**src/rtl/lsu_ctrl_if.sv**
```systemverilog
`default_nettype none
// ----------------------------------------------------------------------------
// Module : lsu_ctrl_if
// Brief  : Upstream pipeline and data-memory bus bundle for the LSU controller.
// Rev    : 1.0
// ----------------------------------------------------------------------------
interface lsu_ctrl_if #(
  parameter int DWIDTH = 32,
  parameter int AWIDTH = 32
);
  logic              valid_i;
  logic              ready_o;
  logic [6:0]        opcode_i;
  logic [2:0]        funct3_i;
  logic [AWIDTH-1:0] addr_i;
  logic [DWIDTH-1:0] store_data_i;
  logic              dmem_req_o;
  logic              dmem_we_o;
  logic [AWIDTH-1:0] dmem_addr_o;
  logic [3:0]        dmem_be_o;
  logic [DWIDTH-1:0] dmem_wdata_o;
  logic              dmem_gnt_i;
  logic              dmem_rvalid_i;
  logic [DWIDTH-1:0] dmem_rdata_i;
  logic              done_o;
  logic              err_o;
  logic [DWIDTH-1:0] load_data_o;

  modport slave (
    input  valid_i, opcode_i, funct3_i, addr_i, store_data_i,
    input  dmem_gnt_i, dmem_rvalid_i, dmem_rdata_i,
    output ready_o, dmem_req_o, dmem_we_o, dmem_addr_o, dmem_be_o, dmem_wdata_o,
    output done_o, err_o, load_data_o
  );

  modport master (
    output valid_i, opcode_i, funct3_i, addr_i, store_data_i,
    output dmem_gnt_i, dmem_rvalid_i, dmem_rdata_i,
    input  ready_o, dmem_req_o, dmem_we_o, dmem_addr_o, dmem_be_o, dmem_wdata_o,
    input  done_o, err_o, load_data_o
  );
endinterface
`default_nettype wire

```
**src/rtl/lsu_ctrl.sv**
```systemverilog
`default_nettype none
// ----------------------------------------------------------------------------
// Module : lsu_ctrl
// Brief  : Memory-stage load/store controller, one req/gnt/rvalid access at a time.
// Rev    : 1.0
// ----------------------------------------------------------------------------
module lsu_ctrl #(
  parameter int DWIDTH = 32,
  parameter int AWIDTH = 32
) (
  input  logic       clk,
  input  logic       reset,
  lsu_ctrl_if.slave  bus
);

  localparam logic [6:0] OPCODE_LOAD  = 7'b0000011;
  localparam logic [6:0] OPCODE_STORE = 7'b0100011;

  typedef enum logic [1:0] {
    IDLE = 2'd0,
    REQ  = 2'd1,
    WAIT = 2'd2,
    DONE = 2'd3
  } state_t;

  state_t            state_q, state_d;
  logic [2:0]        funct3_q, funct3_d;
  logic [1:0]        off_q, off_d;
  logic              is_load_q, is_load_d;
  logic              err_flag_q, err_flag_d;
  logic              req_q, req_d;
  logic              we_q, we_d;
  logic [3:0]        be_q, be_d;
  logic [AWIDTH-1:0] addr_q, addr_d;
  logic [DWIDTH-1:0] wdata_q, wdata_d;
  logic              done_q, done_d;
  logic              err_q, err_d;
  logic [DWIDTH-1:0] load_data_q, load_data_d;

  logic              w_is_load, w_is_store, w_f3_legal, w_misalign, w_bad;
  logic [3:0]        w_be;
  logic [DWIDTH-1:0] w_wdata;
  logic [DWIDTH-1:0] w_shifted;
  logic [DWIDTH-1:0] w_extracted;

  // Decode of the incoming request; only consumed on an IDLE transfer.
  always_comb begin
    w_is_load  = (bus.opcode_i == OPCODE_LOAD);
    w_is_store = (bus.opcode_i == OPCODE_STORE);
    if (w_is_load) begin
      w_f3_legal = (bus.funct3_i != 3'b011) && (bus.funct3_i != 3'b110) &&
                   (bus.funct3_i != 3'b111);
    end else begin
      w_f3_legal = (bus.funct3_i < 3'b011);
    end
    w_misalign = ((bus.funct3_i[1:0] == 2'b01) && bus.addr_i[0]) ||
                 ((bus.funct3_i[1:0] == 2'b10) && (bus.addr_i[1:0] != 2'b00));
    w_bad      = !w_f3_legal || w_misalign;

    case (bus.funct3_i[1:0])
      2'b00: begin
        w_be    = 4'b0001 << bus.addr_i[1:0];
        w_wdata = {4{bus.store_data_i[7:0]}};
      end
      2'b01: begin
        w_be    = bus.addr_i[1] ? 4'b1100 : 4'b0011;
        w_wdata = {2{bus.store_data_i[15:0]}};
      end
      default: begin
        w_be    = 4'b1111;
        w_wdata = bus.store_data_i;
      end
    endcase
    if (w_is_load) begin
      w_be = 4'b1111;
    end
  end

  always_comb begin
    w_shifted = bus.dmem_rdata_i >> {off_q, 3'b000};
    case (funct3_q)
      3'b000:  w_extracted = {{24{w_shifted[7]}}, w_shifted[7:0]};
      3'b001:  w_extracted = {{16{w_shifted[15]}}, w_shifted[15:0]};
      3'b100:  w_extracted = {24'd0, w_shifted[7:0]};
      3'b101:  w_extracted = {16'd0, w_shifted[15:0]};
      default: w_extracted = bus.dmem_rdata_i;
    endcase
  end

  always_comb begin
    state_d     = state_q;
    funct3_d    = funct3_q;
    off_d       = off_q;
    is_load_d   = is_load_q;
    err_flag_d  = err_flag_q;
    req_d       = 1'b0;
    we_d        = 1'b0;
    be_d        = 4'b0000;
    addr_d      = addr_q;
    wdata_d     = wdata_q;
    done_d      = 1'b0;
    err_d       = 1'b0;
    load_data_d = load_data_q;

    case (state_q)
      IDLE: begin
        if (bus.valid_i && (w_is_load || w_is_store)) begin
          funct3_d   = bus.funct3_i;
          off_d      = bus.addr_i[1:0];
          is_load_d  = w_is_load;
          err_flag_d = w_bad;
          addr_d     = {bus.addr_i[AWIDTH-1:2], 2'b00};
          wdata_d    = w_wdata;
          if (w_bad) begin
            state_d = DONE;
            done_d  = 1'b1;
            err_d   = 1'b1;
          end else begin
            state_d = REQ;
            req_d   = 1'b1;
            we_d    = w_is_store;
            be_d    = w_be;
          end
        end
      end
      REQ: begin
        if (bus.dmem_gnt_i) begin
          if (is_load_q) begin
            state_d = WAIT;
          end else begin
            state_d = DONE;
            done_d  = 1'b1;
            err_d   = err_flag_q;
          end
        end else begin
          req_d = 1'b1;
          we_d  = we_q;
          be_d  = be_q;
        end
      end
      WAIT: begin
        if (bus.dmem_rvalid_i) begin
          state_d     = DONE;
          done_d      = 1'b1;
          err_d       = err_flag_q;
          load_data_d = w_extracted;
        end
      end
      default: begin
        state_d = IDLE;
      end
    endcase
  end

  always_ff @(posedge clk) begin
    if (reset) begin
      state_q     <= IDLE;
      funct3_q    <= 3'd0;
      off_q       <= 2'd0;
      is_load_q   <= 1'b0;
      err_flag_q  <= 1'b0;
      req_q       <= 1'b0;
      we_q        <= 1'b0;
      be_q        <= 4'd0;
      addr_q      <= '0;
      wdata_q     <= '0;
      done_q      <= 1'b0;
      err_q       <= 1'b0;
      load_data_q <= '0;
    end else begin
      state_q     <= state_d;
      funct3_q    <= funct3_d;
      off_q       <= off_d;
      is_load_q   <= is_load_d;
      err_flag_q  <= err_flag_d;
      req_q       <= req_d;
      we_q        <= we_d;
      be_q        <= be_d;
      addr_q      <= addr_d;
      wdata_q     <= wdata_d;
      done_q      <= done_d;
      err_q       <= err_d;
      load_data_q <= load_data_d;
    end
  end

  assign bus.ready_o      = (state_q == IDLE) && !reset;
  assign bus.dmem_req_o   = req_q;
  assign bus.dmem_we_o    = we_q;
  assign bus.dmem_be_o    = be_q;
  assign bus.dmem_addr_o  = addr_q;
  assign bus.dmem_wdata_o = wdata_q;
  assign bus.done_o       = done_q;
  assign bus.err_o        = err_q;
  assign bus.load_data_o  = load_data_q;

endmodule
`default_nettype wire

```
**src/flat_wrapper.sv**
```systemverilog
// flat-port wrapper written by rule: the top's interface ports become plain ports
module lsu_ctrl_flat 
#(
  parameter int DWIDTH = 32,
  parameter int AWIDTH = 32
)
  (clk, reset, bus_valid_i, bus_opcode_i, bus_funct3_i, bus_addr_i, bus_store_data_i, bus_dmem_gnt_i, bus_dmem_rvalid_i, bus_dmem_rdata_i, bus_ready_o, bus_dmem_req_o, bus_dmem_we_o, bus_dmem_addr_o, bus_dmem_be_o, bus_dmem_wdata_o, bus_done_o, bus_err_o, bus_load_data_o);
  lsu_ctrl_if #(.DWIDTH(DWIDTH), .AWIDTH(AWIDTH)) bus_i ();
  input  logic clk;
  input  logic reset;
  input wire logic [$bits(bus_i.valid_i)-1:0] bus_valid_i;
  input wire logic [$bits(bus_i.opcode_i)-1:0] bus_opcode_i;
  input wire logic [$bits(bus_i.funct3_i)-1:0] bus_funct3_i;
  input wire logic [$bits(bus_i.addr_i)-1:0] bus_addr_i;
  input wire logic [$bits(bus_i.store_data_i)-1:0] bus_store_data_i;
  input wire logic [$bits(bus_i.dmem_gnt_i)-1:0] bus_dmem_gnt_i;
  input wire logic [$bits(bus_i.dmem_rvalid_i)-1:0] bus_dmem_rvalid_i;
  input wire logic [$bits(bus_i.dmem_rdata_i)-1:0] bus_dmem_rdata_i;
  output wire logic [$bits(bus_i.ready_o)-1:0] bus_ready_o;
  output wire logic [$bits(bus_i.dmem_req_o)-1:0] bus_dmem_req_o;
  output wire logic [$bits(bus_i.dmem_we_o)-1:0] bus_dmem_we_o;
  output wire logic [$bits(bus_i.dmem_addr_o)-1:0] bus_dmem_addr_o;
  output wire logic [$bits(bus_i.dmem_be_o)-1:0] bus_dmem_be_o;
  output wire logic [$bits(bus_i.dmem_wdata_o)-1:0] bus_dmem_wdata_o;
  output wire logic [$bits(bus_i.done_o)-1:0] bus_done_o;
  output wire logic [$bits(bus_i.err_o)-1:0] bus_err_o;
  output wire logic [$bits(bus_i.load_data_o)-1:0] bus_load_data_o;
  assign bus_i.valid_i = bus_valid_i;
  assign bus_i.opcode_i = bus_opcode_i;
  assign bus_i.funct3_i = bus_funct3_i;
  assign bus_i.addr_i = bus_addr_i;
  assign bus_i.store_data_i = bus_store_data_i;
  assign bus_i.dmem_gnt_i = bus_dmem_gnt_i;
  assign bus_i.dmem_rvalid_i = bus_dmem_rvalid_i;
  assign bus_i.dmem_rdata_i = bus_dmem_rdata_i;
  assign bus_ready_o = bus_i.ready_o;
  assign bus_dmem_req_o = bus_i.dmem_req_o;
  assign bus_dmem_we_o = bus_i.dmem_we_o;
  assign bus_dmem_addr_o = bus_i.dmem_addr_o;
  assign bus_dmem_be_o = bus_i.dmem_be_o;
  assign bus_dmem_wdata_o = bus_i.dmem_wdata_o;
  assign bus_done_o = bus_i.done_o;
  assign bus_err_o = bus_i.err_o;
  assign bus_load_data_o = bus_i.load_data_o;
  lsu_ctrl #(.DWIDTH(DWIDTH), .AWIDTH(AWIDTH)) u_core (.clk(clk), .reset(reset), .bus(bus_i));
endmodule
```
**config.mk**
```make
export PLATFORM = sky130hd
export DESIGN_NAME = lsu_ctrl_flat
export DESIGN_NICKNAME = d
export VERILOG_FILES = /design/src/rtl/lsu_ctrl_if.sv /design/src/rtl/lsu_ctrl.sv /design/src/flat_wrapper.sv
export SDC_FILE = /design/constraint.sdc
export NUM_CORES = 1
export LEC_CHECK = 0
export BUFFER_PORTS_ARGS = -buffer_cell sky130_fd_sc_hd__buf_4
export CAP_MARGIN = 15
export CORE_MARGIN = 1
export CORE_UTILIZATION = 49
export CTS_BUF_LIST = sky130_fd_sc_hd__clkbuf_8
export DETAILED_ROUTE_END_ITERATION = 10
export PLACE_DENSITY = 0.91
export SYNTH_ARGS = -nofsm -noshare
export SYNTH_HDL_FRONTEND = slang
export SYNTH_SLANG_ARGS = --single-unit
```
**constraint.sdc**
```tcl
create_clock -name clk -period 2.2 [get_ports clk]
set_input_delay 0.11 -clock clk [delete_from_list [all_inputs] [get_ports clk]]
set_output_delay 0.11 -clock clk [all_outputs]
set_load 0.1 [all_outputs]
```
==> results of run 1 <==
## cells by family (layout without fill, tap and decap cells)
group,Yosys count,after routing,share of synthesized area [%]
flops,111,111,44.0
compound gates,185,185,24.1
mux,26,26,5.23
other cells,1,2,0.0742
buf+inv,62,280,6.36
simple gates,229,229,19.3
fa+ha+maj,4,4,0.991
## critical path, cell delays in order, from the launching register on
cell and delay [ps]:
dfxtp_1 380, inv_1 90, ha_1 220, nand2b_1 240, o21ai_0 230, or4_1 510, a21oi_1 150
## flip-flops by register name (all words and copies together), names as in the netlist
name,cells
u_core.bus.err_o,1
u_core.bus.done_o,1
u_core.state_q,2
u_core.bus.dmem_addr_o,30
u_core.bus.dmem_req_o,1
u_core.off_q,2
u_core.bus.dmem_we_o,1
u_core.bus.dmem_wdata_o,32
u_core.err_flag_q,1
u_core.bus.load_data_o,32
u_core.bus.dmem_be_o,4
u_core.funct3_q,3
u_core.is_load_q,1
## cells in the final DEF (no fill, tap or decap), drive strengths merged, types with 2 or more instances in the layout
master / n
o2111ai: 8
a2111oi: 7
o211a: 4
nand3: 4
o21ai: 24
nor2: 58
mux2i: 26
nand2: 137
dfxtp: 111
or3: 2
o221ai: 7
nand2b: 4
a311oi: 8
nand3b: 8
conb: 2
clkbuf: 9
nor2b: 5
a21oi: 85
a2bb2oi: 7
clkinv: 2
ha: 4
a211oi: 28
buf: 225
inv: 10
a221oi: 2
nor3: 2
dlygate4sd3: 33
## what timing repair did
action	4_1_cts	5_1_grt
gates resized for setup	0	0
hold buffers	33	0
hold endpoints to repair	33	0
## final timing paths
kind | slack (ps) | to | cells after the start
hold reg to reg | 460 | u_core.bus.dmem_addr_o[17]$_SDFFE_PP0P_ | 2
setup / recovery | 320 | u_core.state_q[0]$_SDFFE_PP0P_ | 6
hold / removal | 20 | u_core.bus.dmem_wdata_o[1]$_SDFFE_PP0P_ | 3
setup reg to reg | 320 | u_core.state_q[0]$_SDFFE_PP0P_ | 6
## report_power, final
part           leakage [nW]  total (mW)  switching [mW]  internal [mW]
Clock                 0.108        1.19           0.674          0.512
Sequential            0.896        2.24          0.0912           2.15
Combinational          1.90        2.00            1.47          0.529
## cell type report
type                    instances  area, um2  area share [%]
flip-flops and latches        111       2220            31.1
inverters                       6       22.5           0.315
clock inverters                 7       58.8           0.823
well taps                     133        166            2.33
multi-input cells             446       2520            35.2
clock buffers                   9        124            1.73
repair buffers                258       2030            28.5
## metal layers
layer | track usage, % | share of wire, % | up-vias
met5 | 0 | 0 | -
met4 | 16.9 | 4.6 | 0
met3 | 8.50 | 8.3 | 63
met2 | 51.7 | 50 | 288
met1 | 32.1 | 37 | 2596
li1 | - | - | 2591
## synth_stat cells, drive strengths merged (5+ instances only)
cell	number	share of area, %
a2111oi	7	1.5
a211oi	28	4.2
a21oi	85	8.5
a2bb2oi	7	1.2
a311oi	8	1.4
buf	22	3.4
clkbuf	34	2.5
dfxtp	111	44
inv	6	0.45
mux2i	26	5.2
nand2	137	10
nand3b	8	1.2
nor2	58	4.4
nor2b	5	0.62
o2111ai	8	1.4
o21ai	24	2.4
o221ai	7	1.2
## per-stage QoR
stage               util, %  hold WS [ps]  instances  cell area [um2]
global placement       67.2           328        921             6630
detailed placement     67.2           338        921             6630
floorplan                 -           206        619             5060
finish                 72.4          15.4        970             7140
global route           72.4          1.81        970             7140
CTS                    72.4         0.999        970             7140
==> metrics, run 1 <==
status completed; dpl ws 385 ps; Fin Setup TNS 0 ps; # Max-Cap Violations 0; GPL Wtd Cong 0.906; Pwr Total 5.43 mW; Pre-antenna DRT Iters 5; initial antenna violation count 0; final wirelength 16000 um; crit-path max FO 6; dominant synthesized flop cell dfxtp_1; # H-tree levels 3; HP Class primary input to flop; RSZ-0062 raised after global routing no; Slew Limit Fails 0; WP data arrival 2180 ps; crit path launch u_core.state_q[1]$_SDFFE_PP0P_; Hold Crit Start bus_store_data_i[1]; Worst Setup Path Type flop to flop; Max Clk Rate 532 MHz; 1st-iter DRT viols 321; Die ar. 10700 um2; ANT cells 0; largest net degree at the start of global routing 62; drt drc 0; worst r2r src u_core.state_q[1]$_SDFFE_PP0P_; gr usage total 29.7%; CTS max path bufs 2; CTS tree done; Final nets 947; pwr dens 760 nW/um2; final critical-path share of the clock period 85.5%; setup ws final 320 ps; Mapped Cells 618; post-synthesis sequential area ratio 44.0%; Peak VDD IR 521 uV; Area growth syn-to-layout 41.4%; mapped cell area 5050 um2; Ys Warns 0; Filler cells 711; skew final 14.2 ps; Root Driver clkbuf_8; required time of the worst setup path 2500 ps; Post-synth EDFFs 0; CP Capture Type flop; Post-DRT Antenna Nets 0; Std-Cell Rows 36; synth unique cells 47; Slew @ Worst Pin 581 ps; Synth Area per Inst 8.18 um2; TritonCTS Buffers 9; crit start category flop; count of final setup violators 0; fin crit period 1880 ps; share of layout cells above drive strength 1 29.7%; I/O pin total 216; vias per cell 5.71; Core Area 9860 um2; Worst-Skew Late Latency 380 ps; Hold Violations, Final 0; GRT overflow 0; # Post-CTS Setup Buffers 0; vias in the first global route 5430; Avg WL per Cell 16.5 um; Die Wd 104 um; Clock Sinks 111; asr flop ratio synth 0%; leak pwr 2.90 nW; Clock transition at path regs 100 ps; FF+latch count, synth 111; PortBufs 213; Die Ht 104 um; Initial Utilization 51.2%; relative slew slack 61.2%; DPL Wire Length 11200 um; Vias 5538; first-pass GRT wire length 25800 um
Power figures use the tool's default switching activity.
==> inputs of run 2 (changes only) <==
Settings changed: BUFFER_PORTS_ARGS -buffer_cell sky130_fd_sc_hd__buf_4 to -buffer_cell sky130_fd_sc_hd__buf_2.
==> run 2 against run 1 <==
  * Combinational power fell by 7%
  * Sequential power is essentially flat
  * First-iteration DRC count grew 0.31%
  * Via count is 2.4% lower
  * Global-route usage is 1.1 points lower
  * Clock power up 8%
  * Critical path depth stayed put
  * Largest power group unchanged
==> metrics, run 2 (synthesized netlist as in run 1, its figures left out) <==
Core Area 9860 um2 (unchanged); skew final 13.7 ps (-0.470 ps); Hold Violations, Final 0 (unchanged); initial antenna violation count 0 (unchanged); Fin Setup TNS 0 ps (unchanged); Initial Utilization 51.2% (unchanged); commonest non-fill, non-tap cells in the layout 212 x buf_2, 137 x nand2_1, 111 x dfxtp_1, 84 x a21oi_1, 57 x nor2_1; GPL Wtd Cong 0.938 (+3.5%); vias in the first global route 5200 (-4.2%); Worst Setup Path Type flop to flop; I/O pin total 216 (unchanged); Std-Cell Rows 36 (unchanged); # H-tree levels 3 (unchanged); HP Class primary input to flop; Vias 5403 (-2.4%); crit start category flop; CTS tree done; commonest non-fill, non-tap cell in the layout buf_2; Root Driver clkbuf_8; Worst-Skew Late Latency 370 ps (about the same); Peak VDD IR 568 uV (+9.1%); WP data arrival 2220 ps (+40 ps); vias per cell 5.55 (-2.8%); gr usage total 28.6% (-1.1 points); pwr dens 803 nW/um2 (+5.6%); GRT overflow 0 (unchanged); share of layout cells above drive strength 1 30.3% (+0.57 points); # Max-Cap Violations 0 (unchanged); Die ar. 10700 um2 (unchanged); PortBufs 213 (unchanged); count of final setup violators 0 (unchanged); ANT cells 0 (unchanged); Slew Limit Fails 0 (unchanged); Clock Sinks 111 (unchanged); status completed; first-pass GRT wire length 24800 um (-4.0%); Area growth syn-to-layout 32.6%; RSZ-0062 raised after global routing no; leak pwr 2.84 nW (-2.1%); Final nets 951 (+0.42%); final critical-path share of the clock period 88.4% (+3.0 points); drt drc 0 (unchanged); Max Clk Rate 514 MHz (-3.4%); Avg WL per Cell 15.9 um (-3.8%); required time of the worst setup path 2480 ps (-20 ps); final wirelength 15500 um (-3.4%); post-cts resize count 0 (unchanged); relative slew slack 58.8% (-2.4 points); Die Wd 104 um (unchanged); Post-DRT Antenna Nets 0 (unchanged); DPL Wire Length 10600 um (-5.1%); crit-path max FO 27 (+21); CTS max path bufs 2 (unchanged); Pre-antenna DRT Iters 5 (unchanged); hold slack 13.1 ps (-2.27 ps); 1st-iter DRT viols 322 (+0.31%); largest net degree at the start of global routing 57 (-8.1%); Die Ht 104 um (unchanged); TritonCTS Buffers 9 (unchanged); Clock transition at path regs 110 ps (about the same); Slew @ Worst Pin 617 ps (+36.0 ps); fin crit period 1950 ps (+65.5 ps); CP Capture Type flop
run 2: cell count changes in the layout (fill, tap and decap cells not counted), sizes merged:
cell         change
clkinvlp         +1
buf              +2
inv              -1
dlygate4sd3      +2
run 2: cell type report:
type                       instances  area, um2
sequential                       111       2220
clock inverter                     7       86.3
fill                             805       3170
tap                              133        166
clock buffer                       9        124
inverter                           6       22.5
multi-input combinational        446       2520
timing repair buffer             262       1560
run 2: per-stage QoR:
step | setup WS (ps) | power [mW] | std cells | instance area, um2 | utilization, %
final | 254 | 5.38 | 974 | 6700 | 67.9
after global routing | 91.9 | 5.58 | 974 | 6700 | 67.9
after CTS | 296 | 5.40 | 973 | 6690 | 67.8
after detailed placement | 321 | 4.08 | 923 | 6140 | 62.2
after global placement | 427 | 4.06 | 923 | 6140 | 62.2
after floorplan | 477 | 3.71 | 619 | 5060 | -
run 2: worst max-delay path, cell delays in order (launching register included):
cell,delay (ps)
dfxtp_1,340
inv_1,100
ha_1,340
and3_2,520
buf_12,230
nor2_1,60
a311oi_1,270
run 2: what timing repair did:
item / in CTS / in global routing
endpoints found under the hold margin: 34 / 1
setup buffers: 0 / 0
hold buffers: 34 / 1
run 2: report_power, final:
group	leakage [nW]	internal, mW	switching (mW)	total, mW
clock	0.104	0.551	0.734	1.29
combinational	1.84	0.396	1.47	1.86
sequential	0.896	2.15	0.0819	2.23
run 2: path summary, 6_finish.rpt:
check	startpoint	to	slack (ps)	cells after the start
worst max-delay path	u_core.state_q[1]$_SDFFE_PP0P_	u_core.bus.dmem_wdata_o[14]$_SDFFE_PP0P_	250	6
worst min-delay path	bus_store_data_i[0]	u_core.bus.dmem_wdata_o[0]$_SDFFE_PP0P_	10	3
worst max register to register	u_core.state_q[1]$_SDFFE_PP0P_	u_core.bus.dmem_wdata_o[14]$_SDFFE_PP0P_	250	6
worst min register to register	u_core.bus.dmem_wdata_o[28]$_SDFFE_PP0P_	u_core.bus.dmem_wdata_o[28]$_SDFFE_PP0P_	450	2
run 2: per-layer routing:
layer	wire length, um	GRT usage, %
met1	5730	32.0
met2	7640	50.0
met3	1420	6.92
met4	680	15.0
met5	0	0
